### src/rtl/sys_mem_arb_pkg.sv
// Shared types and constants for the system-memory arbiter and its tag FIFO.
package sys_mem_arb_pkg;

    typedef enum logic {
        ARB  = 1'b0,
        BUSY = 1'b1
    } arb_state_e;

    localparam int SYS_MEM_HST_ACC_ID        = 0;
    localparam int SYS_MEM_ADV7513_CNTRLR_ID = 1;

    // Agent ID width: at least one bit even for tiny agent counts.
    function automatic int id_width(input int num_agents);
        int w;
        w = $clog2(num_agents);
        return (w < 1) ? 1 : w;
    endfunction

endpackage

### src/rtl/sys_mem_tag_fifo.sv
// Synchronous FIFO of agent IDs; remembers who issued each outstanding read.
module sys_mem_tag_fifo #(
    parameter int WIDTH = 1,
    parameter int DEPTH = 8
) (
    input  logic                     clk,
    input  logic                     rst,
    input  logic                     push_i,
    input  logic [WIDTH-1:0]         push_data_i,
    input  logic                     pop_i,
    output logic [WIDTH-1:0]         pop_data_o,
    output logic                     full_o,
    output logic                     empty_o,
    output logic [$clog2(DEPTH):0]   count_o
);

    localparam int PW = $clog2(DEPTH);

    logic [WIDTH-1:0] mem_q [DEPTH];
    logic [PW-1:0]    wr_ptr_q;
    logic [PW-1:0]    rd_ptr_q;
    logic [PW:0]      count_q;
    logic             push_ok;
    logic             pop_ok;

    assign full_o     = (count_q == (PW+1)'(DEPTH));
    assign empty_o    = (count_q == '0);
    assign count_o    = count_q;
    assign push_ok    = push_i && !full_o;
    assign pop_ok     = pop_i && !empty_o;
    assign pop_data_o = mem_q[rd_ptr_q];

    // Pointers wrap naturally; simultaneous push and pop leave the count unchanged.
    always_ff @(posedge clk) begin
        if (rst) begin
            wr_ptr_q <= '0;
            rd_ptr_q <= '0;
            count_q  <= '0;
        end else begin
            if (push_ok) begin
                mem_q[wr_ptr_q] <= push_data_i;
                wr_ptr_q        <= wr_ptr_q + PW'(1);
            end
            if (pop_ok) begin
                rd_ptr_q <= rd_ptr_q + PW'(1);
            end
            count_q <= count_q + (PW+1)'(push_ok) - (PW+1)'(pop_ok);
        end
    end

endmodule

### src/rtl/sys_mem_arb.sv
// Round-robin merge of per-agent system-memory requests onto one controller port,
// with tagged in-order read return.
module sys_mem_arb
    import sys_mem_arb_pkg::*;
#(
    parameter int NUM_AGENTS     = 2,
    parameter int SYS_MEM_DATA_W = 32,
    parameter int SYS_MEM_ADDR_W = 27,
    parameter int RD_TAG_DEPTH   = 8
) (
    input  logic                      clk,
    input  logic                      rst,
    input  logic [NUM_AGENTS-1:0]     agt_wren,
    input  logic [NUM_AGENTS-1:0]     agt_rden,
    input  logic [SYS_MEM_ADDR_W-1:0] agt_addr [NUM_AGENTS],
    input  logic [SYS_MEM_DATA_W-1:0] agt_wdata [NUM_AGENTS],
    output logic [NUM_AGENTS-1:0]     agt_wait,
    output logic [NUM_AGENTS-1:0]     agt_rd_valid,
    output logic [SYS_MEM_DATA_W-1:0] agt_rdata [NUM_AGENTS],
    input  logic                      mem_wait,
    output logic                      mem_wren,
    output logic                      mem_rden,
    output logic [SYS_MEM_ADDR_W-1:0] mem_addr,
    output logic [SYS_MEM_DATA_W-1:0] mem_wdata,
    input  logic                      mem_rd_valid,
    input  logic [SYS_MEM_DATA_W-1:0] mem_rdata,
    output logic                      rd_underflow
);

    localparam int IDW = id_width(NUM_AGENTS);
    localparam int PW  = $clog2(RD_TAG_DEPTH);

    arb_state_e                state_q;
    logic [IDW-1:0]            grant_q;
    logic [IDW-1:0]            last_grant_q;
    logic                      mem_wren_q;
    logic                      mem_rden_q;
    logic [SYS_MEM_ADDR_W-1:0] mem_addr_q;
    logic [SYS_MEM_DATA_W-1:0] mem_wdata_q;
    logic [NUM_AGENTS-1:0]     rd_valid_q;
    logic [SYS_MEM_DATA_W-1:0] rdata_q [NUM_AGENTS];
    logic                      underflow_q;

    logic [NUM_AGENTS-1:0]     req;
    logic                      found;
    logic [IDW-1:0]            pick;
    logic [IDW-1:0]            cand;
    int                        idx;
    logic                      accept;
    logic                      tag_push;
    logic                      tag_pop;
    logic                      tag_full;
    logic                      tag_empty;
    logic [IDW-1:0]            tag_head;
    logic [PW:0]               tag_count;

    assign req      = agt_wren | (agt_rden & {NUM_AGENTS{~tag_full}});
    assign accept   = (state_q == BUSY) && !mem_wait;
    assign tag_push = accept && mem_rden_q;
    assign tag_pop  = mem_rd_valid && (tag_count != '0);

    // First requester found scanning upward from the agent after the last winner.
    always_comb begin
        found = 1'b0;
        pick  = '0;
        cand  = '0;
        idx   = 0;
        for (int k = 1; k <= NUM_AGENTS; k++) begin
            idx  = (int'(last_grant_q) + k) % NUM_AGENTS;
            cand = IDW'(idx);
            if (!found && req[cand]) begin
                found = 1'b1;
                pick  = cand;
            end
        end
    end

    always_ff @(posedge clk) begin
        if (rst) begin
            state_q      <= ARB;
            grant_q      <= '0;
            last_grant_q <= IDW'(NUM_AGENTS - 1);
            mem_wren_q   <= 1'b0;
            mem_rden_q   <= 1'b0;
            mem_addr_q   <= '0;
            mem_wdata_q  <= '0;
        end else begin
            case (state_q)
                ARB: begin
                    if (found) begin
                        grant_q      <= pick;
                        last_grant_q <= pick;
                        mem_wren_q   <= agt_wren[pick];
                        // A full tag FIFO must never see a forwarded read.
                        mem_rden_q   <= agt_rden[pick] & ~tag_full;
                        mem_addr_q   <= agt_addr[pick];
                        mem_wdata_q  <= agt_wdata[pick];
                        state_q      <= BUSY;
                    end
                end
                BUSY: begin
                    if (!mem_wait) begin
                        mem_wren_q <= 1'b0;
                        mem_rden_q <= 1'b0;
                        state_q    <= ARB;
                    end
                end
                default: state_q <= ARB;
            endcase
        end
    end

    always_comb begin
        agt_wait = '1;
        for (int i = 0; i < NUM_AGENTS; i++) begin
            agt_wait[i] = ~(accept && (grant_q == IDW'(i)));
        end
    end

    sys_mem_tag_fifo #(
        .WIDTH (IDW),
        .DEPTH (RD_TAG_DEPTH)
    ) u_tag_fifo (
        .clk         (clk),
        .rst         (rst),
        .push_i      (tag_push),
        .push_data_i (grant_q),
        .pop_i       (tag_pop),
        .pop_data_o  (tag_head),
        .full_o      (tag_full),
        .empty_o     (tag_empty),
        .count_o     (tag_count)
    );

    // Returned data is steered to the agent at the head of the tag FIFO.
    always_ff @(posedge clk) begin
        if (rst) begin
            rd_valid_q  <= '0;
            underflow_q <= 1'b0;
            for (int i = 0; i < NUM_AGENTS; i++) begin
                rdata_q[i] <= '0;
            end
        end else begin
            rd_valid_q <= '0;
            if (tag_pop) begin
                rd_valid_q[tag_head] <= 1'b1;
                rdata_q[tag_head]    <= mem_rdata;
            end else if (mem_rd_valid && tag_empty) begin
                underflow_q <= 1'b1;
            end
        end
    end

    assign mem_wren     = mem_wren_q;
    assign mem_rden     = mem_rden_q;
    assign mem_addr     = mem_addr_q;
    assign mem_wdata    = mem_wdata_q;
    assign agt_rd_valid = rd_valid_q;
    assign agt_rdata    = rdata_q;
    assign rd_underflow = underflow_q;

endmodule

### config.mk
export PLATFORM = sky130hd
export DESIGN_NAME = sys_mem_arb
export DESIGN_NICKNAME = d
export VERILOG_FILES = /design/src/rtl/sys_mem_arb_pkg.sv /design/src/rtl/sys_mem_tag_fifo.sv /design/src/rtl/sys_mem_arb.sv
export SDC_FILE = /design/constraint.sdc
export NUM_CORES = 1
export LEC_CHECK = 0
export CAP_MARGIN = 15
export CORE_MARGIN = 10
export CORE_UTILIZATION = 39
export DETAILED_ROUTE_END_ITERATION = 16
export PLACE_DENSITY = 0.78
export REMOVE_ABC_BUFFERS = 1
export SLEW_MARGIN = 20
export SYNTH_ARGS = -nofsm -noshare
export SYNTH_HDL_FRONTEND = slang
export SYNTH_SLANG_ARGS = --single-unit
### constraint.sdc
create_clock -name clk -period 2.3 [get_ports clk]
set_input_delay 0.69 -clock clk [delete_from_list [all_inputs] [get_ports clk]]
set_output_delay 0.69 -clock clk [all_outputs]
set_load 0.005 [all_outputs]
Word level (Yosys, flattened, before mapping). Memory sizes are Yosys's and may differ from the RTL's. A register that Yosys moved wholly into a read port is not among the register bits. Index checks and enable logic that the tools add are counted.

Register bits after elaboration: 141. Bits in writable memories: 8. Bits of input ports: 158. Output and inout port bits: 130. Word-level logic and storage cells: 100. Memories: 1.

$add $sub $neg: 6. $lt $le $gt $ge: 8. Equality and inequality tests: 3. Muxes and demuxes: 36. Bitwise gates (word level): 11. Reduce and logical (&&, ||, !) cells: 21.

Memories: u_tag_fifo.mem_q (words 8, width 1, read ports 1, clocked after memory_dff 1, wr ports 1, RTL line sys_mem_tag_fifo.sv:19) `logic [WIDTH-1:0] mem_q [DEPTH];`.

Operator list (number): $mux 32 (4); $mux 27 (3); $bwmux 64 (1); $demux 32 s1 (1); $mux 1 (21); $logic_and 1x1->1 (11); $lt 1x2->1 const B (4); $add 3x1->3 const B (2); $mux 3 (2); $not 1->1 (6); $pmux 1 s2 (3); $reduce_and 2->1 (3); $add 4x1->4 (1); $eq 4x4->1 const B (1); $ge 2x2->1 const B (2); $logic_not 1->1 (4); $logic_not 4->1 (1); $ne 2x2->1 const B (2); $not 1->2 (2); $reduce_bool 4->1 (1); $sub 4x1->4 (1); $add 1x1->1 const B (2); $and 2x2->2 (1); $lt 2x1->1 const B (1); other kinds (5) (5).

Longest topological paths before layout.
Depth in word-level cells: 15. Depth in mapped cells: 12. Gate-level depth less buffers: 12.

By module. A second synthesis with hierarchy kept.

Cells, all modules: 762. Area, all modules: 6457.4 um2.

By module, submodules not included: sys_mem_arb (times used 1, cells an instance 672, area an instance 5416.4 um2, seq. area each 2622.5 um2); sys_mem_tag_fifo (times used 1, cells an instance 90, area an instance 1041.0 um2, seq. area each 500.5 um2).

Least setup slack after synthesis. OpenSTA, ideal clock, no wires.

Kind: reg-to-reg. From: reg u_tag_fifo.count_q[2], in the netlist u_tag_fifo.count_o[2]. To: reg u_tag_fifo.count_q[2], in the netlist u_tag_fifo.count_o[2]. Library setup time: 0.128 ns. Arrival time: 2.254 ns. Data required time: 2.172 ns. Path slack: -0.081 ns. Cell stages (with the launch flop): 13. Path buffers: 0. Period minus slack after synthesis: 2.381 ns. Path through: dfxtp_1 -> inv_1 -> ha_1 -> or3b_2 -> nand2_2 -> inv_1 -> ha_1 -> inv_1 -> ha_1 -> inv_1 -> fa_1 -> xor2_1 -> nor2_1.

Elaborated cells between the ends (all ways): 10. Those cells by class: add/sub (2); eq/ne (1); reduce/logical (7).

RTL lines: from (decl) (RTL line sys_mem_tag_fifo.sv:22) `logic [PW:0] count_q;`; from (signal assigned) (RTL line sys_mem_tag_fifo.sv:47) `count_q <= count_q + (PW+1)'(push_ok) - (PW+1)'(pop_ok);`; $reduce_bool 4->1 / $logic_not 4->1 (equally long branches) (RTL line sys_mem_arb.sv:60, sys_mem_tag_fifo.sv:27); $logic_and 1x1->1 / $logic_not 1->1 (equally long branches) (RTL line sys_mem_arb.sv:60, sys_mem_tag_fifo.sv:30); $logic_and 1x1->1 * (RTL line sys_mem_tag_fifo.sv:30) `assign pop_ok = pop_i && !empty_o;`; net u_tag_fifo.pop_ok (RTL line sys_mem_tag_fifo.sv:24) `logic pop_ok;`; $sub 4x1->4 * (RTL line sys_mem_tag_fifo.sv:47).

Mark *: on every way through the listed nets, which the timed path passes. The rest lies on a longest branch. A chain may end at the register's enable or synchronous reset.

Final worst setup path.
From: in agt_wren[1]. To: reg mem_addr_q[8], in the netlist mem_addr[8].

Longest elaborated chain between the ends: 11. Elaborated cells between the ends (all ways): 16. Those cells by class: mux (11); bitwise (2); reduce/logical (3).

RTL lines: from (decl) (RTL line sys_mem_arb.sv:13) `input logic [NUM_AGENTS-1:0] agt_wren,`; $or 2x2->2 * (RTL line sys_mem_arb.sv:57) `assign req = agt_wren | (agt_rden & {NUM_AGENTS{~tag_full}});`; $mux 1 (not written as such) (2 in a row) (RTL line sys_mem_arb.sv:71) `if (!found && req[cand]) begin`; $mux 1 (RTL line sys_mem_arb.sv:71); $logic_not 1->1 (RTL line sys_mem_arb.sv:71); $logic_and 1x1->1 (RTL line sys_mem_arb.sv:71); $mux 1 (RTL line sys_mem_arb.sv:71); $not 1->2 (not written as such) (RTL line sys_mem_arb.sv:96) `mem_addr_q <= agt_addr[pick];`; $mux 27 (not written as such) (3 in a row) (RTL line sys_mem_arb.sv:96); to (signal assigned) (RTL line sys_mem_arb.sv:96); to (decl) (RTL line sys_mem_arb.sv:38) `logic [SYS_MEM_ADDR_W-1:0] mem_addr_q;`.

Every way passes the cells marked *; elsewhere a longest branch is shown, timed or not. The select of a mux whose other input is x is not followed.

==> flow_summary.ini <==
[cells_and_area]
postLayoutCoreUtil_pct = 63.7
n_antenna_cell = 0
design.final.nets = 1167
fin_area_mm2 = 0.0106
fillers = 1376
drive_gt1_share_pct = 9.98
area_growth_pct = 58.9

[clock_tree]
cts_sinks = 152
clock_latency_ps = 420
clock_tree.htree_level_count = 4
clk_root_buffer_cell = sky130_fd_sc_hd__clkbuf_16
cts_tree = yes
cts_buffer_depth = 2
cts_buffers = 17
cts-hold-fix-buffers = 0
clk_pin_slew_worst_paths_ps = 70

[placed_design]
port_buffers = 287
finalWeightedCongestion = 0.817
detailedPlace.worstSlack_ps = -300
post_detailed_placement_half_perimeter_wirelength_um = 16200
dpl_cell_area_mm2 = 0.0100

[floorplanning]
io-pin-count = 288
chipHeight_um = 151
rows = 47
core_mm2 = 0.0167
dieArea_mm2 = 0.0228
initial_utilization_pct = 40.1
die_x_um = 151

[run]
maxCapViolCount = 0

[critical_path]
worst_r2r_endpoint = u_tag_fifo.count_o[1]$_SDFF_PP0_
worst-endpoint-required_ps = 2610
worst-path-max-fanout = 29
worst_r2r_startpoint = u_tag_fifo.count_o[3]$_SDFF_PP0_
setup.worst_path.end_class = flop
start_kind = input port
critPathArrivalTime_ps = 2530
critPathKind = input port to flop
critPathLaunch = agt_wren[1]
worstRegToRegCells = 11
timing.reg2reg.setup_slack_ps = 90

[pwr]
vdd.ir_drop.worst_mv = 0.492
total_leakage_power_nw = 4.13
finalPower_mw = 9.41
power-per-cell-area_mw_per_mm2 = 885

[grt]
gr-total-overflow = 0
wire_length_of_the_first_global_routing_pass_um = 32600
grt_antenna_before_repair = 0
grt_max_degree = 63
groute.usage.overall_pct = 18.0
first_global_vias = 6168

[sta]
worst_slew_pin_slew_ps = 457
final.period_utilization_pct = 96.4
final-setup-viol-count = 0
report.final.hold_viol_count = 0
postLayoutSetupSlackWorst_ps = 83.2
timing.clock.skew_ps = 10.4
final.hold.worst_slack_ps = 471
final_max_slew_viol_count = 0
finalCriticalPeriod_ps = 2220
fmaxAchievable_mhz = 451
max-slew-margin-rel_pct = 69.6

[drt]
drc = 0
route.detailed.wl_per_inst_um = 17.5
drt_iter0_markers = 321
wire_length_reported_by_the_detailed_router_um = 21600
routed-via-count = 6181
antenna_violation_net_count_after_detailed_routing = 0
detail_route.vias_per_cell = 5.02
drt_pre_antenna_iters = 4

[yosys]
synthesis.area_per_instance_um2 = 9.39
library_cell_with_the_highest_instance_count_after_synthesis = sky130_fd_sc_hd__dfxtp_1
yosys.area.top_type_share_pct = 43.0
postSynth.asyncResetShare_pct = 0
ys_seq_area_share_pct = 46.6
ys.warnings.count = 0
synth_edf_count = 8
synth_top_cells_by_count = sky130_fd_sc_hd__dfxtp_1 (144), sky130_fd_sc_hd__nand2_1 (126), sky130_fd_sc_hd__nand2b_1 (98), sky130_fd_sc_hd__mux2i_1 (70), sky130_fd_sc_hd__a21oi_1 (63)
synth_area_leader_cell = sky130_fd_sc_hd__dfxtp_1
yosys_register_bits = 152
post_synth_inst_count = 713
post_synth_num_cell_types = 47
synthTopCellsByArea = sky130_fd_sc_hd__dfxtp_1 (43%), sky130_fd_sc_hd__mux2i_1 (10%), sky130_fd_sc_hd__nand2b_1 (9.2%), sky130_fd_sc_hd__nand2_1 (7.1%), sky130_fd_sc_hd__a311oi_1 (6.5%)
synth_ff_type = sky130_fd_sc_hd__dfxtp_1
post_synth_instance_area_mm2 = 0.00670

[outcome]
outcome = complete, no violations

[min_path]
timing.hold.worst.start = agt_rdata[3]$_SDFFE_PP0P_
holdPathStages = 2
min_delay_worst_endpoint = agt_rdata[3]$_SDFFE_PP0P_
min-delay-path-class = flop to flop
-- how the worst max path moves through the flow --
stage	cells past startpoint	slack, ps	to
global placement	4	-260	agt_wait[1]
detailed placement	4	-300	agt_wait[1]
CTS	4	0.8	agt_wait[0]
finish	6	80	mem_addr[8]$_SDFFE_PP0P_
global route	11	-60	u_tag_fifo.count_o[3]$_SDFF_PP0_
floorplan	6	-1160	mem_addr[16]$_SDFFE_PP0P_
-- where the power goes --
part           switching (mW)  internal, mW  total [mW]
combinational            1.46          1.88        3.34
sequential              0.262          3.12        3.39
clock                    1.11          1.57        2.68
total                    2.84          6.58        9.41
-- cell families (layout without fill, tap and decap cells) --
family / Yosys count / count (layout) / share of synthesized area (%)
adders and majority gates: 9 / 9 / 1.79
xor gates and xnor gates: 5 / 5 / 0.654
muxes: 70 / 70 / 10.5
and+or+nand+nor: 268 / 268 / 20.1
buffers and inverters: 70 / 369 / 4.91
AOI/OAI and AO/OA: 139 / 139 / 15.5
DFF: 152 / 152 / 46.6
-- per-stage QoR --
stage,TNS [ps],instances
3_5_place_dp,-14960,1200
5_1_grt,-56.8,1232
2_1_floorplan,-74410,653
4_1_cts,0,1232
6_report,0,1232
3_3_place_gp,-13850,1200
-- cell usage in the layout, fill, tap and decap left out, drive strengths merged, types with 2 or more instances in the layout --
cell           netlist  routed
clkdlybuf4s50        0     283
dfxtp              144     144
nand2              127     127
nand2b              98      98
mux2i               70      70
a21oi               63      63
a311oi              59      59
buf                 24      42
clkbuf              36      21
nor2                18      18
inv                  9      12
edfxtp               8       8
ha                   8       8
nand3                4       4
nor4b                4       4
clkinvlp             0       4
nand3b               3       3
nor4                 3       3
xnor2                3       3
nor2b                3       3
o21ai                3       3
clkinv               1       3
and4                 2       2
xor2                 2       2
o2bb2ai              2       2
a21o                 2       2
or3b                 2       2
-- state kept, by name, indices dropped and copies added, names as in the netlist, named ones only --
register             flops
rd_underflow             1
agt_rd_valid             2
mem_rden                 1
u_tag_fifo.mem_q         8
mem_wren                 1
grant_q                  1
u_tag_fifo.count_o       4
mem_addr                27
last_grant_q             1
u_tag_fifo.wr_ptr_q      3
mem_wdata               32
u_tag_fifo.rd_ptr_q      3
agt_rdata               64
state_q                  1
-- final cells by class --
cell class	instances	area, um2	area share (%)
inverter	10	37.5	0.353
clock inverter	10	93.8	0.882
clock buffer	21	470	4.42
multi-input combinational	491	3290	31.0
tap	220	275	2.59
timing repair buffer	328	3340	31.4
sequential	152	3120	29.4
-- critical path, cell delays in order --
cell,delay (ps)
sky130_fd_sc_hd__clkdlybuf4s50_1,430
sky130_fd_sc_hd__or4b_1,620
sky130_fd_sc_hd__o211ai_4,170
sky130_fd_sc_hd__buf_12,220
sky130_fd_sc_hd__nand2_1,80
sky130_fd_sc_hd__a311oi_1,310
-- routing by layer --
layer / vias to the layer above / part of all wire [%] / global-route usage, %
met5: - / 0 / 0
met4: 0 / 1.4 / 5.58
met3: 20 / 12 / 9.58
met2: 250 / 47 / 29.9
met1: 2852 / 39 / 19.3
li1: 3059 / - / -
-- what timing repair did --
item | in CTS | in global routing
pin swaps | 0 | 4
resized for setup | 5 | 10
setup buffers | 1 | 0
endpoints found under the setup margin | 5 | 5
No activity file was read; power rests on OpenSTA's default activity.
